`config.mk`:
```
export PLATFORM = sky130hd
export DESIGN_NAME = vdp_sync_decoder_flat
export DESIGN_NICKNAME = d
export VERILOG_FILES = /design/src/rtl/vdp_sync_decoder_if.sv /design/src/rtl/vdp_sync_decoder.sv /design/src/flat_wrapper.sv
export SDC_FILE = /design/constraint.sdc
export NUM_CORES = 1
export LEC_CHECK = 0
export ABC_AREA = 0
export CAP_MARGIN = 10
export CORE_MARGIN = 2
export CORE_UTILIZATION = 46
export DETAILED_ROUTE_END_ITERATION = 7
export PLACE_DENSITY = 0.75
export SETUP_SLACK_MARGIN = 0.1
export SLEW_MARGIN = 20
export SYNTH_ARGS = -nofsm -noshare
export SYNTH_HDL_FRONTEND = slang
export SYNTH_SLANG_ARGS = --single-unit
```
`constraint.sdc`:
```
create_clock -name clk21m -period 4.2 [get_ports clk21m]
set_input_delay 0.84 -clock clk21m [delete_from_list [all_inputs] [get_ports clk21m]]
set_output_delay 0.84 -clock clk21m [all_outputs]
set_load 0.01 [all_outputs]
```
`src/rtl/vdp_sync_decoder_if.sv`:
```
// vdp_sync_decoder_if: sync inputs and recovered timing outputs of the VDP sync decoder
interface vdp_sync_decoder_if;
  logic        hsync_in;
  logic        vsync_n_in;
  logic [10:0] line_len;
  logic [9:0]  lines_per_field;
  logic [10:0] rec_h_cnt;
  logic [9:0]  rec_v_cnt;
  logic        locked;
  logic        pal_detect;
  logic        interlace_detect;
  logic        field_parity;
  logic        timing_err;
  modport master (
    output hsync_in, vsync_n_in,
    input  line_len, lines_per_field, rec_h_cnt, rec_v_cnt, locked,
           pal_detect, interlace_detect, field_parity, timing_err
  );
  modport slave (
    input  hsync_in, vsync_n_in,
    output line_len, lines_per_field, rec_h_cnt, rec_v_cnt, locked,
           pal_detect, interlace_detect, field_parity, timing_err
  );
endinterface

```
`src/rtl/vdp_sync_decoder.sv`:
```
// vdp_sync_decoder: measures hsync/vsync timing, locks on stable lines, recovers h/v position
module vdp_sync_decoder #(
  parameter int LOCK_LINES = 4,
  parameter int PAL_THRESH = 288,
  parameter int H_TIMEOUT  = 2047
) (
  input logic               clk21m,
  input logic               reset,
  vdp_sync_decoder_if.slave bus
);
  localparam int MW = $clog2(LOCK_LINES) + 1;
  typedef enum logic [1:0] {UNLOCKED, ACQUIRE, LOCKED} state_e;
  state_e        state_q, state_d;
  logic          hs1_q, hs2_q, vs1_q, vs2_q;
  logic [10:0]   hcnt_q, line_len_q, ref_q, ref_d, period;
  logic [9:0]    vcnt_q, lpf_q, lines;
  logic [MW-1:0] match_q, match_d;
  logic          ref_vld_q, ref_vld_d, field_q, il_q, fp_q, pal_q, err_q, err_d;
  logic          hs_edge, vs_edge, timeout;
  assign hs_edge = hs1_q & ~hs2_q;
  assign vs_edge = ~vs1_q & vs2_q;
  assign timeout = ~hs_edge && hcnt_q == 11'(H_TIMEOUT - 1);
  assign period  = hcnt_q + 11'd1;
  assign lines   = (vcnt_q == 10'd1023) ? vcnt_q : vcnt_q + 10'd1;
  always_comb begin
    state_d   = state_q;
    match_d   = match_q;
    ref_d     = ref_q;
    ref_vld_d = ref_vld_q;
    err_d     = 1'b0;
    if (timeout) begin
      state_d = UNLOCKED;
      err_d   = 1'b1;
    end else if (hs_edge) begin
      if (state_q == UNLOCKED) begin
        state_d   = ACQUIRE;
        match_d   = '0;
        ref_vld_d = 1'b0;
      end else if (state_q == ACQUIRE) begin
        if (ref_vld_q && period == ref_q) begin
          match_d = match_q + 1'b1;
          state_d = (match_d == MW'(LOCK_LINES - 1)) ? LOCKED : ACQUIRE;
        end else begin
          ref_d     = period;
          ref_vld_d = 1'b1;
          match_d   = '0;
        end
      end else if (period != line_len_q) begin
        state_d = UNLOCKED;
        err_d   = 1'b1;
      end
    end
  end
  always_ff @(posedge clk21m) begin
    if (reset) begin
      state_q    <= UNLOCKED;
      hs1_q      <= 1'b0;
      hs2_q      <= 1'b0;
      vs1_q      <= 1'b1;
      vs2_q      <= 1'b1;
      hcnt_q     <= '0;
      vcnt_q     <= '0;
      line_len_q <= '0;
      lpf_q      <= '0;
      ref_q      <= '0;
      ref_vld_q  <= 1'b0;
      match_q    <= '0;
      field_q    <= 1'b0;
      il_q       <= 1'b0;
      fp_q       <= 1'b0;
      pal_q      <= 1'b0;
      err_q      <= 1'b0;
    end else begin
      state_q   <= state_d;
      hs1_q     <= bus.hsync_in;
      hs2_q     <= hs1_q;
      vs1_q     <= bus.vsync_n_in;
      vs2_q     <= vs1_q;
      hcnt_q    <= hs_edge ? 11'd0 : (hcnt_q == 11'(H_TIMEOUT)) ? hcnt_q : hcnt_q + 11'd1;
      vcnt_q    <= vs_edge ? 10'd0 : (hs_edge && vcnt_q != 10'd1023) ? vcnt_q + 10'd1 : vcnt_q;
      ref_q     <= ref_d;
      ref_vld_q <= ref_vld_d;
      match_q   <= match_d;
      err_q     <= err_d;
      if (hs_edge) line_len_q <= period;
      // the first vsync only opens the measurement window
      if (vs_edge) begin
        field_q <= 1'b1;
        if (field_q) begin
          lpf_q <= lines;
          il_q  <= ({1'b0, lines} + 11'd1 == {1'b0, lpf_q}) || ({1'b0, lpf_q} + 11'd1 == {1'b0, lines});
          fp_q  <= lines > lpf_q;
          pal_q <= lines >= 10'(PAL_THRESH);
        end
      end
    end
  end
  assign bus.locked           = state_q == LOCKED;
  assign bus.line_len         = line_len_q;
  assign bus.lines_per_field  = lpf_q;
  assign bus.rec_h_cnt        = bus.locked ? hcnt_q : '0;
  assign bus.rec_v_cnt        = bus.locked ? vcnt_q : '0;
  assign bus.pal_detect       = pal_q;
  assign bus.interlace_detect = il_q;
  assign bus.field_parity     = fp_q;
  assign bus.timing_err       = err_q;
endmodule

```
`src/flat_wrapper.sv`:
```
// flat-port wrapper written by rule: the top's interface ports become plain ports
module vdp_sync_decoder_flat 
#(
  parameter int LOCK_LINES = 4,
  parameter int PAL_THRESH = 288,
  parameter int H_TIMEOUT  = 2047
)
  (clk21m, reset, bus_hsync_in, bus_vsync_n_in, bus_line_len, bus_lines_per_field, bus_rec_h_cnt, bus_rec_v_cnt, bus_locked, bus_pal_detect, bus_interlace_detect, bus_field_parity, bus_timing_err);
  vdp_sync_decoder_if bus_i ();
  input logic clk21m;
  input logic reset;
  input wire logic [$bits(bus_i.hsync_in)-1:0] bus_hsync_in;
  input wire logic [$bits(bus_i.vsync_n_in)-1:0] bus_vsync_n_in;
  output wire logic [$bits(bus_i.line_len)-1:0] bus_line_len;
  output wire logic [$bits(bus_i.lines_per_field)-1:0] bus_lines_per_field;
  output wire logic [$bits(bus_i.rec_h_cnt)-1:0] bus_rec_h_cnt;
  output wire logic [$bits(bus_i.rec_v_cnt)-1:0] bus_rec_v_cnt;
  output wire logic [$bits(bus_i.locked)-1:0] bus_locked;
  output wire logic [$bits(bus_i.pal_detect)-1:0] bus_pal_detect;
  output wire logic [$bits(bus_i.interlace_detect)-1:0] bus_interlace_detect;
  output wire logic [$bits(bus_i.field_parity)-1:0] bus_field_parity;
  output wire logic [$bits(bus_i.timing_err)-1:0] bus_timing_err;
  assign bus_i.hsync_in = bus_hsync_in;
  assign bus_i.vsync_n_in = bus_vsync_n_in;
  assign bus_line_len = bus_i.line_len;
  assign bus_lines_per_field = bus_i.lines_per_field;
  assign bus_rec_h_cnt = bus_i.rec_h_cnt;
  assign bus_rec_v_cnt = bus_i.rec_v_cnt;
  assign bus_locked = bus_i.locked;
  assign bus_pal_detect = bus_i.pal_detect;
  assign bus_interlace_detect = bus_i.interlace_detect;
  assign bus_field_parity = bus_i.field_parity;
  assign bus_timing_err = bus_i.timing_err;
  vdp_sync_decoder #(.LOCK_LINES(LOCK_LINES), .PAL_THRESH(PAL_THRESH), .H_TIMEOUT(H_TIMEOUT)) u_core (.clk21m(clk21m), .reset(reset), .bus(bus_i));
endmodule
```
Yosys cells after proc, flatten, opt, wreduce, memory -nomap -nowiden:

Index checks and enable logic that the tools add are counted.

* bitwise logic cells: 8
* order comparisons: 2
* reductions and logical operators: 15
* muxes and demuxes: 19
* add/sub/neg operators: 5
* equality and inequality tests: 13

Operator list (count)
* adder 10 x 1 -> 11 bit (second input constant): 2
* equality test 11 x 10 -> 1 bit: 2
* equality test 11 bit (second input constant): 2
* 2-to-1 mux 10 bit: 2
* adder 11 x 1 -> 11 bit (second input constant): 1
* equality test 11 bit: 1
* 2-to-1 mux 11 bit: 1
* != test 11 bit: 1
* adder 10 x 1 -> 10 bit (second input constant): 1
* equality test 10 bit (second input constant): 1
* >= comparator 10 x 9 -> 1 bit (second input constant): 1
* > comparator 10 bit: 1
* 2-to-1 mux 2 bit: 5
* != test 10 bit (second input constant): 1
* 2-to-1 mux 3 bit: 3
* 2-to-1 mux 1 bit: 8
* NOT 1 bit: 6
* AND reduction 3 bit: 2
* OR reduction 2 bit: 3
* AND reduction 5 bit: 1
* AND reduction 4 bit: 1
* adder 3 x 1 -> 3 bit (second input constant): 1
* equality test 3 x 2 -> 1 bit (second input constant): 1
* logical AND 1 bit: 3
* other kinds (10): 11

* word-level logic and storage cells: 79
* input bits: 4
* bits in registers: 68

Depth between registers and ports, before layout:

* depth in word-level cells: 7
* gate-level depth with buffers: 14
* gate-level depth less buffers: 13

Worst setup path after synthesis:

Ideal clock, no wire load.

* path type: register to register
* from: reg u_core.vcnt_q[0]
* to: reg u_core.il_q (netlist: u_core.bus.interlace_detect)
* buffers on the path: 1
* cell stages (with the launch flop): 14
* arrival: 2864 ps
* period minus slack after synthesis: 2980 ps
* setup slack: 1220 ps
* required time: 4084 ps
* path through: dfxtp_1 ha_1 buf_2 nand3_2 nor3_1 xnor2_1 ha_1 nand4_1 o21ai_0 o21ai_1 mux2i_1 mux2i_1 a22o_1 a31o_2

* word-level cells in the longest chain between the ends: 5
* elaborated cells between the ends (all ways): 7
* classes of those cells: add/sub: 2; eq/ne: 3; mux: 1; reduce/logical: 1

RTL lines
* start: declaration: line vdp_sync_decoder.sv:16 `logic [9:0] vcnt_q, lpf_q, lines;`
* start signal: assignment: line vdp_sync_decoder.sv:80 `vcnt_q <= vs_edge ? 10'd0 : (hs_edge && vcnt_q != 10'd1023) ? vcnt_q + 10'd1 : vcnt_q;`
* adder 10 x 1 -> 10 bit / equality test 10 bit (equally long branches): line vdp_sync_decoder.sv:24 `assign lines = (vcnt_q == 10'd1023) ? vcnt_q : vcnt_q + 10'd1;`
* 2-to-1 mux 10 bit *: line vdp_sync_decoder.sv:24
* adder 10 x 1 -> 11 bit: line vdp_sync_decoder.sv:91 `il_q <= ({1'b0, lines} + 11'd1 == {1'b0, lpf_q}) || ({1'b0, lpf_q} + 11'd1 == {1'b0, lines});`
* equality test 11 x 10 -> 1 bit: line vdp_sync_decoder.sv:91
* logical OR 1 bit *: line vdp_sync_decoder.sv:91
* end signal: assignment: line vdp_sync_decoder.sv:91
* end: declaration: line vdp_sync_decoder.sv:18 `logic ref_vld_q, ref_vld_d, field_q, il_q, fp_q, pal_q, err_q, err_d;`

Mark *: on every way between the ends. The rest lies on a longest branch, timed or not.
A chain may end at the register's enable or synchronous reset.

Worst setup path after layout:

Ends and elaborated chain as after synthesis.

==> impl_metrics.yaml <==
final_layout:
  drive_above_1_share: 0.06478
  fill_cells: 896
  multi_input_comb_area_um2: 2798
  final_cell_area_um2: 5174
  regArea_um2: 1361
  final_nets: 617
  fin_util: 0.5573
  syn_to_final_growth_pct: 16.97
  antenna_cells: 0
  fin_cells: 731
worst_setup_path:
  crit_arrival_ns: 4.08
  worstReg2RegStart: "u_core.vcnt_q[0]"
  cp_num_buf_inv: 1
  critPathMaxFanout: 17
  critPathLaunch: "u_core.vcnt_q[0]"
  startpoint_type: "flop"
  crit_type: "reg -> reg"
  required_ns: 4.46
  crit_path_end_kind: "flop"
  path_delay_family: "adder cells"
  cpMaxStageDelayCell: "ha_1"
  cp_cell_sequence: "ha_1, nand3_2, nor3_1, buf_4, xnor2_1, ha_1, nand3b_1, o21ai_0, o21ai_1, mux2i_1, mux2i_1, a22o_1, a31o_2"
  max_stage_delay_ns: 0.59
floorplanning:
  die_w_um: 102.1
  die_area_um2: 10420
  core-area_um2: 9284
  start_util: 0.4764
  die_h_um: 102.1
  io_pins: 51
  num_rows: 35
sta:
  period_share: 0.9100
  finClkSkew_ns: 0.009229
  rsz0062_at_grt: "no"
  setup-violations-final: 0
  max_freq_mhz: 261.6
  fin_crit_ns: 3.822
  finalHoldViolCount: 0
  drv_slew: 0
  worst_slew_pin_slew_ns: 0.8406
  slew_headroom: 0.4378
  fin_tns_setup_ns: 0
  fin_ws_ns: 0.3781
place:
  gp_congestion: 0.9216
  pre_cts_ws_ns: 0.4688
  placed_cell_area_um2: 4967
  hpwl_um: 8418
  place_inst: 715
  io_buffers: 50
drt:
  m1WireLength_um: 5271
  dr.pass1.iters: 5
  ant_nets: 0
  drcViolationCount: 0
  route.met2.wl_um: 5518
  drt_iter0_drc: 335
  wl_per_cell_um: 16.07
  top_layer_used: "met4"
  num_vias: 4273
  viasPerCell: 5.845
  dr_wl_met3_um: 785
  wl_um: 11750
power_and_ir_drop:
  p_leak_nw: 1.890
  powerDensity_nw_per_um2: 274.9
  ir_drop_mv: 0.1440
synth:
  synth-seq-cells: 68
  synth_edf_count: 0
  netlist_area_um2: 4423
  synth_ff_type: "dfxtp_1"
  syn-mean-instance-area_um2: 7.787
  yosysSeqAreaShare: 0.3078
  synth_cell_types: 59
  async_flop_share: 0
  syn_nets: 588
  ys.warnings.count: 0
  syn-instance-count: 568
grt:
  grt_pass1_wl_um: 19310
  grt_max_degree: 24
  first_global_vias: 3979
  antenna_found_initial: 0
  grt.total_usage: 0.2319
  grt_overflow: 0
hold_path:
  worstHoldStart: "u_core.vs1_q"
  hp-class: "reg -> reg"
clock_tree:
  clkSlewWorstSetupHoldPaths_ns: 0.09
  cts_tree: "built"
  clk_path_buf_depth: 2
  post-cts-setup-buffer-count: 0
  ctsRootBufferMaster: "clkbuf_8"
  cts.sinks: 68
  cts_resized: 0
  cts_made_buffers: 9
  cts_hold_buffers: 0
  h-tree-depth: 3
  clkLatencyLatePin_ns: 0.36
outcome:
  status: "finished, final reports clean"
job:
  max-cap-violations: 0
[flip-flops by register name, indices dropped and copies added, names as in the netlist]
name,flops
u_core.bus.interlace_detect,1
u_core.bus.timing_err,1
u_core.bus.line_len,11
u_core.bus.lines_per_field,10
u_core.vs1_q,1
u_core.hs1_q,1
u_core.state_q,2
u_core.field_q,1
u_core.ref_q,11
u_core.ref_vld_q,1
u_core.hcnt_q,11
u_core.vs2_q,1
u_core.hs2_q,1
u_core.bus.field_parity,1
u_core.bus.pal_detect,1
u_core.vcnt_q,10
u_core.match_q,3
[final timing paths]
path | to | slack (ns) | depth (start not counted)
setup reg to reg | u_core.bus.interlace_detect | 0.38 | 13
setup / recovery | u_core.bus.interlace_detect | 0.38 | 13
hold reg to reg | u_core.vs2_q | 0.45 | 1
hold / removal | u_core.vs2_q | 0.45 | 1
[logic make-up (layout without fill, tap and decap cells)]
group,count (synthesis),in the layout,share of synthesized area
DFF,68,68,0.3078
adders and majority gates,16,16,0.04526
xor gates and xnor gates,60,60,0.1222
buffers and inverters,66,100,0.05969
AOI/OAI and AO/OA,110,110,0.1661
and+or+nand+nor,242,242,0.2849
muxes,6,6,0.01414
[final cells by class]
type / count / area share
clock inverter: 7 / 0.01596
multi-input combinational: 434 / 0.5407
sequential: 68 / 0.2631
timing repair buffer: 55 / 0.1040
tap: 129 / 0.03120
inverter: 29 / 0.02104
clock buffer: 9 / 0.02394
[cell usage in the layout (no fill, tap or decap), types with 16 or more instances in the layout]
| cell | count |
|---|---|
| dfxtp_1 | 68 |
| nor2_1 | 62 |
| clkdlybuf4s50_1 | 50 |
| nand2_1 | 47 |
| xnor2_1 | 36 |
| a21oi_1 | 35 |
| inv_1 | 28 |
| nand3_1 | 25 |
| a211oi_1 | 25 |
| and3_1 | 23 |
| xor2_1 | 22 |
| nand4_1 | 17 |
| nor3_1 | 17 |
| ha_1 | 16 |
[worst reg2reg max path: stages, from the launching register on]
cell and delay, ns:
dfxtp_1 0.57, ha_1 0.59, nand3_2 0.28, nor3_1 0.25
buf_4 0.17, xnor2_1 0.18, ha_1 0.32, nand3b_1 0.10
o21ai_0 0.24, o21ai_1 0.19, mux2i_1 0.25, mux2i_1 0.10
a22o_1 0.24, a31o_2 0.23
[cells in the mapped netlist, drive strengths merged (3+ instances only)]
cell type,count,area share
a211oi,26,0.045
a21o,4,0.0068
a21oi,35,0.040
a31oi,4,0.0057
and2,5,0.0071
and3,23,0.033
and4,5,0.0099
buf,14,0.016
clkbuf,23,0.020
dfxtp,68,0.31
ha,16,0.045
inv,28,0.024
mux2i,4,0.0091
nand2,47,0.040
nand2b,5,0.0071
nand3,26,0.031
nand4,18,0.027
nand4b,3,0.0059
nor2,62,0.053
nor2b,6,0.0085
nor3,17,0.019
nor4,11,0.021
nor4b,3,0.0059
o21ai,13,0.015
o22ai,5,0.0071
o31ai,6,0.010
or2,3,0.0042
or3,4,0.0057
xnor2,38,0.079
xor2,22,0.044
[report_power, final]
group / leakage [nW] / internal (mW) / total [mW] / switching, mW
Combinational: 1.24 / 0.0650 / 0.148 / 0.0834
Sequential: 0.552 / 0.664 / 0.688 / 0.0241
Clock: 0.0988 / 0.285 / 0.586 / 0.301
[per-stage QoR]
step	hold slack (ns)	power [mW]
finish	0.4532	1.422
global route	0.4711	1.476
CTS	0.4547	1.428
detailed placement	0.4338	0.8500
global placement	0.4338	0.8452
floorplan	0.4178	0.7988
[routing by layer]
| layer | vias up | global-route usage |
|---|---|---|
| li1 | 2077 | - |
| met3 | 19 | 0.04651 |
| met5 | - | 0 |
| met4 | 0 | 0.05846 |
| met1 | 2009 | 0.3080 |
| met2 | 168 | 0.3871 |
(Power assumes the default switching activity.)
